**src/rtl/tdr_capture_bank_pkg.sv**
```systemverilog
// Shared types and helpers for the multi-channel time-domain capture bank.
package tdr_pkg;

  typedef enum logic [1:0] {
    IDLE    = 2'd0,
    ARMED   = 2'd1,
    READOUT = 2'd2
  } tdr_state_e;

  localparam int DEF_N_CH        = 4;
  localparam int DEF_CNT_W       = 8;
  localparam int DEF_SYNC_STAGES = 2;
  localparam int DEF_TIMEOUT     = 200;

  // Index width that never collapses to zero bits for a single channel.
  function automatic int clog2_min1(input int n);
    return (n <= 2) ? 1 : $clog2(n);
  endfunction

endpackage

```
**src/rtl/tdr_capture_bank_if.sv**
```systemverilog
// Readout port of the capture bank: one beat per channel, valid/ready handshake.
interface tdr_capture_bank_if #(
  parameter int CH_W  = 2,
  parameter int CNT_W = 8
);
  logic             rd_valid;
  logic             rd_ready;
  logic [CH_W-1:0]  rd_ch;
  logic [CNT_W-1:0] rd_time;
  logic             rd_hit;

  modport master (output rd_valid, rd_ch, rd_time, rd_hit, input rd_ready);
  modport slave  (input rd_valid, rd_ch, rd_time, rd_hit, output rd_ready);
endinterface

```
**src/rtl/tdr_capture_bank_chan.sv**
```systemverilog
// One event channel: synchroniser, rising-edge detect, carry flag and timestamp.
// The edge history runs in every state so a level already high at arm time
// never looks like a fresh event.
module tdr_chan #(
  parameter int CNT_W       = 8,
  parameter int SYNC_STAGES = 2
) (
  input  logic             clk,
  input  logic             rst,
  input  logic             ev,
  input  logic             clear,
  input  logic             enable,
  input  logic [CNT_W-1:0] count,
  output logic             carry,
  output logic [CNT_W-1:0] ts,
  output logic             cap
);

  logic [SYNC_STAGES-1:0] sync_q, sync_d;
  logic                   prev_q, prev_d;
  logic                   carry_q, carry_d;
  logic [CNT_W-1:0]       ts_q, ts_d;
  logic                   rise;

  assign rise  = sync_q[SYNC_STAGES-1] & ~prev_q;
  assign cap   = enable & rise & ~carry_q;
  assign carry = carry_q;
  assign ts    = ts_q;

  // Next-state: shift the synchroniser, latch the first edge of the window.
  always_comb begin
    sync_d  = {sync_q[SYNC_STAGES-2:0], ev};
    prev_d  = sync_q[SYNC_STAGES-1];
    carry_d = carry_q;
    ts_d    = ts_q;
    if (clear) begin
      carry_d = 1'b0;
      ts_d    = '0;
    end else if (cap) begin
      carry_d = 1'b1;
      ts_d    = count;
    end
  end

  // Channel registers.
  always_ff @(posedge clk or posedge rst) begin
    if (rst) begin
      sync_q  <= '0;
      prev_q  <= 1'b0;
      carry_q <= 1'b0;
      ts_q    <= '0;
    end else begin
      sync_q  <= sync_d;
      prev_q  <= prev_d;
      carry_q <= carry_d;
      ts_q    <= ts_d;
    end
  end

endmodule

```
**src/rtl/tdr_capture_bank.sv**
```systemverilog
// Multi-channel capture bank: FSM, shared arm-relative counter, readout mux.
// Optional abort path: define TDR_TIMEOUT_EN to end the window after TIMEOUT
// counts in ARMED even if some channels never fired.
//
// state   | meaning
// IDLE    | waiting for arm; previous window's carry/timestamps held
// ARMED   | counter running, channels capture their first rising edge
// READOUT | one beat per channel drained over rd, then back to IDLE
module tdr_capture_bank
  import tdr_pkg::*;
#(
  parameter int N_CH        = DEF_N_CH,
  parameter int CNT_W       = DEF_CNT_W,
  parameter int SYNC_STAGES = DEF_SYNC_STAGES,
  parameter int TIMEOUT     = DEF_TIMEOUT
) (
  input  logic            clk,
  input  logic            rst,
  input  logic            arm,
  input  logic [N_CH-1:0] ev,
  output logic [N_CH-1:0] carry,
  output logic [N_CH-1:0] carry_b,
  output logic            busy,
  output logic            done,
  output logic            timeout,
  tdr_capture_bank_if.master rd
);

  localparam int              CH_W    = clog2_min1(N_CH);
  localparam logic [CH_W-1:0] LAST_CH = CH_W'(N_CH - 1);

  tdr_state_e       state_q, state_d;
  logic [CNT_W-1:0] cnt_q, cnt_d;
  logic [CH_W-1:0]  rd_ch_q, rd_ch_d;
  logic             rd_valid_q, rd_valid_d;
  logic             done_q, done_d;
  logic             busy_q, busy_d;
  logic             timeout_q, timeout_d;

  logic [N_CH-1:0]  cap;
  logic [CNT_W-1:0] ts [N_CH];
  logic             ch_clear, ch_enable, all_set;

  assign ch_clear  = (state_q == IDLE) && arm;
  assign ch_enable = (state_q == ARMED);
  assign all_set   = &(carry | cap);

  for (genvar i = 0; i < N_CH; i++) begin : g_chan
    tdr_chan #(
      .CNT_W       (CNT_W),
      .SYNC_STAGES (SYNC_STAGES)
    ) u_chan (
      .clk    (clk),
      .rst    (rst),
      .ev     (ev[i]),
      .clear  (ch_clear),
      .enable (ch_enable),
      .count  (cnt_q),
      .carry  (carry[i]),
      .ts     (ts[i]),
      .cap    (cap[i])
    );
  end

`ifdef TDR_TIMEOUT_EN
  localparam logic [CNT_W-1:0] TO_LAST = CNT_W'(TIMEOUT - 1);
`else
  logic unused_timeout_cfg;
  assign unused_timeout_cfg = (TIMEOUT == 0);
`endif

  // FSM next-state, counter and readout index.
  always_comb begin
    state_d    = state_q;
    cnt_d      = cnt_q;
    rd_ch_d    = rd_ch_q;
    rd_valid_d = rd_valid_q;
    timeout_d  = timeout_q;
    done_d     = 1'b0;
    case (state_q)
      IDLE: begin
        if (arm) begin
          state_d   = ARMED;
          cnt_d     = '0;
          timeout_d = 1'b0;
        end
      end
      ARMED: begin
        if (cnt_q != '1) cnt_d = cnt_q + 1'b1;
        if (all_set) begin
          state_d    = READOUT;
          rd_valid_d = 1'b1;
          rd_ch_d    = '0;
        end
`ifdef TDR_TIMEOUT_EN
        else if (cnt_q == TO_LAST) begin
          state_d    = READOUT;
          rd_valid_d = 1'b1;
          rd_ch_d    = '0;
          timeout_d  = 1'b1;
        end
`endif
      end
      READOUT: begin
        if (rd.rd_ready) begin
          if (rd_ch_q == LAST_CH) begin
            state_d    = IDLE;
            rd_valid_d = 1'b0;
            rd_ch_d    = '0;
            done_d     = 1'b1;
          end else begin
            rd_ch_d = rd_ch_q + 1'b1;
          end
        end
      end
      default: state_d = IDLE;
    endcase
    busy_d = (state_d != IDLE);
  end

  // FSM and control registers.
  always_ff @(posedge clk or posedge rst) begin
    if (rst) begin
      state_q    <= IDLE;
      cnt_q      <= '0;
      rd_ch_q    <= '0;
      rd_valid_q <= 1'b0;
      done_q     <= 1'b0;
      busy_q     <= 1'b0;
      timeout_q  <= 1'b0;
    end else begin
      state_q    <= state_d;
      cnt_q      <= cnt_d;
      rd_ch_q    <= rd_ch_d;
      rd_valid_q <= rd_valid_d;
      done_q     <= done_d;
      busy_q     <= busy_d;
      timeout_q  <= timeout_d;
    end
  end

  // Timestamps and carry only move in ARMED, so the mux is stable during readout.
  assign carry_b     = ~carry;
  assign busy        = busy_q;
  assign done        = done_q;
  assign timeout     = timeout_q;
  assign rd.rd_valid = rd_valid_q;
  assign rd.rd_ch    = rd_ch_q;
  assign rd.rd_time  = ts[rd_ch_q];
  assign rd.rd_hit   = carry[rd_ch_q];

endmodule

```
**src/flat_wrapper.sv**
```systemverilog
// flat-port wrapper written by rule: the top's interface ports become plain ports
module tdr_capture_bank_flat import tdr_pkg::*;
#(
  parameter int N_CH        = DEF_N_CH,
  parameter int CNT_W       = DEF_CNT_W,
  parameter int SYNC_STAGES = DEF_SYNC_STAGES,
  parameter int TIMEOUT     = DEF_TIMEOUT
)
  (clk, rst, arm, ev, carry, carry_b, busy, done, timeout, rd_rd_valid, rd_rd_ch, rd_rd_time, rd_rd_hit, rd_rd_ready);
  tdr_capture_bank_if #(.CH_W(2), .CNT_W(CNT_W)) rd_i ();
  input  logic clk;
  input  logic rst;
  input  logic arm;
  input  logic [N_CH-1:0] ev;
  output logic [N_CH-1:0] carry;
  output logic [N_CH-1:0] carry_b;
  output logic busy;
  output logic done;
  output logic timeout;
  output wire logic [$bits(rd_i.rd_valid)-1:0] rd_rd_valid;
  output wire logic [$bits(rd_i.rd_ch)-1:0] rd_rd_ch;
  output wire logic [$bits(rd_i.rd_time)-1:0] rd_rd_time;
  output wire logic [$bits(rd_i.rd_hit)-1:0] rd_rd_hit;
  input wire logic [$bits(rd_i.rd_ready)-1:0] rd_rd_ready;
  assign rd_rd_valid = rd_i.rd_valid;
  assign rd_rd_ch = rd_i.rd_ch;
  assign rd_rd_time = rd_i.rd_time;
  assign rd_rd_hit = rd_i.rd_hit;
  assign rd_i.rd_ready = rd_rd_ready;
  tdr_capture_bank #(.N_CH(N_CH), .CNT_W(CNT_W), .SYNC_STAGES(SYNC_STAGES), .TIMEOUT(TIMEOUT)) u_core (.clk(clk), .rst(rst), .arm(arm), .ev(ev), .carry(carry), .carry_b(carry_b), .busy(busy), .done(done), .timeout(timeout), .rd(rd_i));
endmodule
```
**config.mk**
```make
export PLATFORM = sky130hd
export DESIGN_NAME = tdr_capture_bank_flat
export DESIGN_NICKNAME = d
export VERILOG_FILES = /design/src/rtl/tdr_capture_bank_pkg.sv /design/src/rtl/tdr_capture_bank_if.sv /design/src/rtl/tdr_capture_bank_chan.sv /design/src/rtl/tdr_capture_bank.sv /design/src/flat_wrapper.sv
export SDC_FILE = /design/constraint.sdc
export NUM_CORES = 1
export LEC_CHECK = 0
export BUFFER_PORTS_ARGS = -buffer_cell sky130_fd_sc_hd__buf_2
export CORE_ASPECT_RATIO = 0.75
export CORE_MARGIN = 5
export CORE_UTILIZATION = 40
export DETAILED_ROUTE_END_ITERATION = 10
export PLACE_DENSITY = 0.63
export SETUP_SLACK_MARGIN = 0.05
export SYNTH_ARGS = -nofsm -noshare
export SYNTH_HDL_FRONTEND = slang
export SYNTH_SLANG_ARGS = --single-unit
```
**constraint.sdc**
```tcl
create_clock -name clk -period 2.1 [get_ports clk]
set_input_delay 0.21 -clock clk [delete_from_list [all_inputs] [get_ports clk]]
set_output_delay 0.21 -clock clk [all_outputs]
set_load 0.02 [all_outputs]
```
# After elaboration in Yosys (flattened, before gate mapping)
# Index checks and enable logic that the tools add are counted.
totals:
  out_inout_bits: 23
  inputBits: 8
  elab_cells: 111
  reg_bits: 63
classes:
  order_cmp: 2
  n_reduce_logical: 13
  eq_ne: 9
  add_sub_neg: 2
  mux: 40
  bitwise: 23
op_table:
  columns: ["operator", "n"]
  rows:
  - ["8-bit two-way mux", 12]
  - ["8-bit binary-select mux with 2-bit select", 1]
  - ["8-bit one-hot mux with 2 select lines", 1]
  - ["1-bit two-way mux", 15]
  - ["2-bit two-way mux", 7]
  - ["2-bit nonzero test", 7]
  - ["1-bit bitwise AND", 12]
  - ["8-bit by 1-bit adder with 8-bit output, second input constant", 1]
  - ["8-bit != test, second input constant", 1]
  - ["1-bit NOT", 8]
  - ["4-bit AND reduction", 2]
  - ["2-bit by 1-bit != test with 1-bit output, second input constant", 3]
  - ["2-bit one-hot mux with 3 select lines", 1]
  - ["3-bit AND reduction", 2]
  - ["2-bit equality test, second input constant", 2]
  - ["2-bit != test, second input constant", 2]
  - ["4-bit NOT", 1]
  - ["4-bit OR", 1]
  - ["2-bit one-hot mux with 2 select lines", 1]
  - ["3-bit >= comparator, second input constant", 1]
  - ["2-bit by 3-bit less-than comparator with 1-bit output, second input constant", 1]
  - ["2-bit NOT with 3-bit output", 1]
  - ["2-bit by 1-bit adder with 2-bit output, second input constant", 1]
  - ["1-bit binary-select mux with 2-bit select", 1]
  - ["4 further kinds", 4]

# Depth between registers and ports, before layout
# Gate-level depths: netlist of run 1.
logic_depth:
  depth_word: 9
  ltp_mapped: 6

# Hierarchy
# From an unflattened synthesis of run 1, not the netlist that was laid out.
hier_totals:
  hier_cells: 271
  hier_area_um2: 3216.8
by_module_without_submodules:
  columns: ["mod", "cells_each", "seq_area_each_um2", "n_inst", "area_per_inst_um2"]
  rows:
  - ["tdr_chan", 43, 300.3, 4, 528.0]
  - ["tdr_capture_bank", 99, 375.4, 1, 1104.8]

# Worst setup path before layout of run 1
# No wires, ideal clock.
synth_path:
  path_kind: "reg-to-output"
  from: "register u_core.rd_ch_q[1] (netlist: u_core.rd.rd_ch[1])"
  to: "output port rd_rd_time[6]"
  n_path_buf: 1
  arrival_ns: 1.439
  path_slack_ns: 0.451
  path_stages_with_launch: 3
  path_cell_list: "dfrtp_1 clkbuf_1 mux4_2"
synth_via:
  elab_chain_len: 4
synth_rtl:
  columns: ["item", "line", "source"]
  rows:
  - ["start: declaration", "tdr_capture_bank.sv:34", "logic [CH_W-1:0] rd_ch_q, rd_ch_d;"]
  - ["start signal: assignment", "tdr_capture_bank.sv:134", "rd_ch_q <= rd_ch_d;"]
  - ["2-bit NOT with 3-bit output (not written as such)", "tdr_capture_bank.sv:149", "assign rd.rd_time = ts[rd_ch_q];"]
  - ["8-bit binary-select mux with 2-bit select", "tdr_capture_bank.sv:149", null]
  - ["8-bit two-way mux (not written as such) (2 in a row)", "tdr_capture_bank.sv:149", null]
  - ["end: declaration", "flat_wrapper.sv:22", "output wire logic [$bits(rd_i.rd_time)-1:0] rd_rd_time;"]
# Every way passes these cells. The select of a mux whose other input is x is not followed.

# Final worst setup path of run 1
# Same ends and word-level chain as after synthesis.

==> run_results.csv, run 1 <==
group,metric,value,unit
layout,multi_input_area,1160,um2
run_status,outcome,"completed",
layout,final_area,3330,um2
synth,yosysMostFrequentCell,"dfrtp_1",
cts,root_buffer,"clkbuf_8",
synth,synth-xor-area-share,0.917,%
die,fp.dieArea,8980,um2
drt,drt_pass1_iterations,4,
die,core,6900,um2
cts,cts_max_level,3,
timing,setup_viol,0,
synth,synth_edf_count,0,
synth,synth_compound_gate_area_share,4.63,%
cts,numCtsBuffers,9,
global_route,antenna_found_initial,0,
timing,fin_tns_setup,0,ps
die,num_io_pins,31,
die,rows,26,
cts,cts_tree,"yes",
layout,diodes,0,
layout,nets,278,
global_route,grt_pass1_vias,1873,
drt,drt_iter0_drc,77,
die,die_h,83.3,um
drt,wl_met1,2790,um
synth,synth-seq-cells,63,
worst_setup_path,critPathKind,"register to output pin",
synth,synthesis.area,2870,um2
layout,nFillCells,642,
cts,insertion_delay,340,ps
pwr,peakVddDrop,695,uV
synth,synthMuxAreaShare,18.6,%
timing,period_needed,1930,ps
drt,drc,0,
timing,hold_violations,0,
timing,drv_slew,0,
min_path,min_path_type,"input port to register",
synth,synth_top_area_share,55.0,%
timing,worst_clock_skew,6.39,ps
drt,via_per_inst,4.88,
drt,vias,1807,
synth,synth_top_family_by_area,"multiplexers",
job,cap_violations,0,
worst_setup_path,worstPathArrival,1720,ps
worst_setup_path,ff2ff_setup_slack,410,ps
global_route,grt_use_total,14.3,%
pwr,power_density,1290,nW/um2
synth,synthAdderAreaFrac,0.873,%
worst_setup_path,cp_cell_sequence,"mux4_2, buf_2",
placed_design,globalplace.congestion,0.767,
synth,synthDistinctLibCells,40,
placed_design,postPlaceCellArea,3110,um2
worst_setup_path,endpoint_kind,"output pin",
drt,ant_nets,0,
timing,period_share,91.9,%
timing,max_freq,518,MHz
placed_design,dp_hpwl,3920,um
global_route,grt_pass1_wl,9730,um
timing,rsz0062_at_grt,"no",
drt,top_layer,"met4",
worst_setup_path,slowest_delay,650,ps
drt,met3WireLength,242,um
synth,synthTopCellsByArea,"dfrtp_1 55%, mux2i_1 11%, mux4_2 7.1%, nor2_1 3.5%, nor2_2 3.5%",
layout,register_area,1580,um2
synth,yosysTopAreaCell,"dfrtp_1",
synth,avgSynthCellArea,12.4,um2
drt,wl,5630,um
synth,synthFlopType,"dfrtp_1",
worst_setup_path,cp_slowest_cell,"dfrtp_1",
global_route,grt_max_degree,24,
synth,synth_fp_nets,241,
worst_setup_path,crit_fanout,9,
synth,yosysSeqAreaShare,55.0,%
synth,yosys_warnings,0,
global_route,grt_overflow,0,
worst_setup_path,worstPathRequired,1890,ps
pwr,power.leakage,1.51,nW
drt,wire_per_inst,15.2,um
layout,areaGrowthSynthToFinish,16.3,%
layout,drive_gt1_share,32.0,%
synth,post_synth_most_frequent_cells,"63 x dfrtp_1, 32 x mux2i_1, 27 x nor2_1, 16 x nor2_2, 9 x mux4_2",
worst_setup_path,startpoint_type,"register",
layout,final_util,48.3,%
cts,cts.clk_slew.worst_paths,60,ps
cts,clock_path_buffers,2,
cts,clock_sinks,63,
placed_design,io_buffers,29,
synth,synth-simple-area-share,15.0,%
die,start_util,41.6,%
die,die_w,108,um
drt,route.met2.wl,2550,um
synth,synthArstFlopShare,100,%
synth,syn_inst,231,
[cells by family after synthesis]
logic type      count (synthesis)
compound gates                 20
xor+xnor                        3
fa+ha+maj                       2
buf+inv                        26
flops                          63
mux                            42
other cells                     1
simple gates                   74
[cell usage in the layout (no fill, tap or decap), types with 3 or more instances in the layout]
cell type      instances
nor2_1                27
inv_1                  7
xor2_1                 3
clkbuf_8              12
mux4_2                 9
buf_2                 29
dlygate4sd3_1          5
a21oi_1                6
o211ai_1               3
dfrtp_1               62
nor2_2                16
nand2_1                8
buf_4                 10
mux2i_1               32
clkbuf_1               3
and3_1                 3
or3_1                  3
[per-layer routing]
metal  GRT usage, %  vias up
met5              0        -
met4           5.16        0
met1           19.4      902
met2           20.6       27
li1               -      872
met3           5.58        6
[worst paths after layout]
check | from | endpoint | depth (start not counted)
max | u_core.rd.rd_ch[1]$_DFFE_PP0P_ | rd_rd_time[6] | 2
min | arm | u_core.busy$_DFF_PP0_ | 3
max reg2reg | u_core.cnt_q[0]$_DFFE_PP0P_ | u_core.cnt_q[6]$_DFFE_PP0P_ | 5
min reg2reg | u_core.g_chan[0].u_chan.sync_q[0]$_DFF_PP0_ | u_core.g_chan[0].u_chan.sync_q[1]$_DFF_PP0_ | 0
max in group asynchronous | rst | u_core.g_chan[3].u_chan.prev_q$_DFF_PP0_ | 4
min in group asynchronous | rst | u_core.g_chan[2].u_chan.carry$_DFFE_PP0P_ | 3
[worst max-delay path, delay by kind of cell (launching register included)]
kind	cells	cell delay [ps]
multiplexers	1	560
buffers and inverters	1	170
flip-flops	1	650
[area by class of cell]
type,count,area share (%)
flip-flops and latches,63,47.3
multi-input cells,142,34.7
repair buffers,44,8.11
clock buffers,15,5.29
well taps,98,3.68
inverters,8,0.901
[state kept, by name (all words and copies together), names as in the netlist]
name	flops
u_core.busy	1
u_core.rd.rd_ch	2
u_core.g_chan.u_chan.prev_q	4
u_core.g_chan.u_chan.sync_q	8
u_core.cnt_q	8
u_core.g_chan.u_chan.carry	4
u_core.rd.rd_valid	1
u_core.g_chan.u_chan.ts	32
u_core.state_q	2
u_core.done	1
[metrics by stage]
stage	instances	setup slack [ps]	hold WS (ps)	power, W
final	370	171	166	0.00431
after detailed placement	350	319	245	0.00340
after CTS	370	119	143	0.00438
after floorplan	231	320	241	0.00303
after global routing	370	62.0	160	0.00460
after global placement	350	324	240	0.00337
[what timing repair did]
action / 4_1_cts / 5_1_grt
buffers inserted: 0 / 0
endpoints found under the setup margin: 8 / 0
endpoints found under the hold margin: 24 / 0
gates resized for setup: 1 / 0
hold buffers: 5 / 0
[power breakdown]
group | internal [W] | switching (W)
Combinational | 0.000662 | 0.000830
Sequential | 0.00150 | 0.000374
Clock | 0.000521 | 0.000423
Total | 0.00269 | 0.00163
Note: power is estimated with default switching activity, not from simulation.
==> run 2: changes to the inputs <==
--- a/config.mk
+++ b/config.mk
@@ -7,9 +7,10 @@
 export LEC_CHECK = 0
 export BUFFER_PORTS_ARGS = -buffer_cell sky130_fd_sc_hd__buf_2
 export CORE_ASPECT_RATIO = 0.75
-export CORE_MARGIN = 5
+export CORE_MARGIN = 1.5
 export CORE_UTILIZATION = 40
 export DETAILED_ROUTE_END_ITERATION = 10
+export GPL_ROUTABILITY_DRIVEN = 0
 export PLACE_DENSITY = 0.63
 export SETUP_SLACK_MARGIN = 0.05
 export SYNTH_ARGS = -nofsm -noshare
==> run_results.csv, run 2 (synthesized netlist as in run 1, its figures left out) <==
group,metric,value,unit
run_status,outcome,"completed",
drt,drt_iter0_drc,92,
die,fp.dieArea,7690,um2
drt,wire_per_inst,15.0,um
timing,rsz0062_at_grt,"no",
global_route,grt_max_degree,37,
global_route,grt_use_total,16.3,%
pwr,power.leakage,1.52,nW
pwr,power_density,1310,nW/um2
drt,met3WireLength,239,um
layout,final_util,48.9,%
timing,slew_headroom,58.8,%
layout,areaGrowthSynthToFinish,17.0,%
timing,drv_slew,0,
worst_setup_path,worstPathRequired,1890,ps
timing,worst_clock_skew,9.23,ps
timing,max_freq,530,MHz
layout,drive_gt1_share,32.4,%
timing,period_needed,1890,ps
global_route,grt_pass1_wl,9360,um
worst_setup_path,startpoint_type,"register",
cts,clock_sinks,63,
die,num_io_pins,31,
cts,post_cts_buffers,0,
cts,cts_tree,"yes",
drt,route.met2.wl,2450,um
cts,numCtsBuffers,9,
die,die_h,76.3,um
drt,drc,0,
cts,cts.clk_slew.worst_paths,70,ps
layout,largest_reg_flops,32,
layout,layout_common_cells,"62 x dfrtp_1, 32 x mux2i_1, 29 x buf_2",
timing,fin_tns_setup,0,ps
drt,drt_pass1_iterations,4,
timing,period_share,89.9,%
drt,ant_nets,0,
drt,wl,5550,um
worst_setup_path,worstPathArrival,1680,ps
cts,cts_max_level,3,
die,core,6860,um2
placed_design,dp_hpwl,3700,um
global_route,antenna_found_initial,0,
job,cap_violations,0,
worst_setup_path,critPathKind,"register to output pin",
timing,setup_viol,0,
layout,diodes,0,
die,rows,26,
die,die_w,101,um
placed_design,io_buffers,29,
pwr,peakVddDrop,888,uV
die,start_util,41.8,%
min_path,min_path_type,"input port to register",
worst_setup_path,endpoint_kind,"output pin",
global_route,grt_overflow,0,
cts,clock_path_buffers,2,
drt,via_per_inst,4.87,
layout,final_common_cell,"dfrtp_1",
global_route,grt_pass1_vias,1810,
pwr,power,0.00439,W
drt,top_layer,"met4",
drt,wl_met1,2780,um
timing,hold_violations,0,
cts,insertion_delay,340,ps
timing,tightest_slew,617,ps
layout,nets,277,
drt,vias,1803,
cts,root_buffer,"clkbuf_8",
worst_setup_path,crit_fanout,10,
-- run 2: through the flow --
step	hold slack, ps	std cells	setup slack (ps)	instance area [um2]
finish	150	370	212	3350
detailed placement	320	349	333	3110
global placement	319	349	334	3110
CTS	127	370	173	3350
global route	164	370	120	3350
floorplan	241	231	320	2870
-- run 2: repair_timing --
| action | in CTS | in global routing |
|---|---|---|
| resized for setup | 1 | 0 |
| hold buffers | 5 | 0 |
| hold endpoints to repair | 31 | 0 |
| endpoints found under the setup margin | 8 | 0 |
-- run 2: critical path, stage by stage (launching register included) --
cell,delay (ps)
dfrtp_2,610
mux4_2,550
buf_2,170
-- run 2: final timing paths --
path                       slack (ps)                                           to  depth (start not counted)                                        start
max                               210                                rd_rd_time[5]                          2               u_core.rd.rd_ch[0]$_DFFE_PP0P_
min                               150               u_core.rd.rd_ch[1]$_DFFE_PP0P_                          3                                  rd_rd_ready
max reg2reg                       380                  u_core.cnt_q[6]$_DFFE_PP0P_                          5                  u_core.cnt_q[0]$_DFFE_PP0P_
min reg2reg                       350  u_core.g_chan[0].u_chan.sync_q[1]$_DFF_PP0_                          0  u_core.g_chan[0].u_chan.sync_q[0]$_DFF_PP0_
max in group asynchronous        1000    u_core.g_chan[1].u_chan.ts[3]$_DFFE_PP0P_                          4                                          rst
min in group asynchronous         490               u_core.rd.rd_valid$_DFFE_PP0P_                          3                                          rst
-- run 2: final cells by class --
cell class                      count  area (um2)
Tap cell                           98         123
Clock buffer                       12         145
Timing Repair Buffer               43         275
Multi-Input combinational cell    142        1160
Clock inverter                      4        45.0
Inverter                            8        30.0
Fill cell                         626        3510
Sequential cell                    63        1580
-- run 2: per-layer routing --
| metal | GRT usage (%) | vias to the layer above |
|---|---|---|
| met5 | 0 | - |
| met4 | 6.76 | 0 |
| met3 | 4.86 | 7 |
| met2 | 23.2 | 28 |
| met1 | 23.3 | 896 |
| li1 | - | 872 |
-- run 2: where the power goes --
group          total, W  switching, W  internal [W]  leakage [nW]
logic           0.00150      0.000833      0.000663         0.602
clock network   0.00102      0.000448      0.000575         0.100
registers       0.00187      0.000369       0.00150         0.815
total           0.00439       0.00165       0.00274          1.52
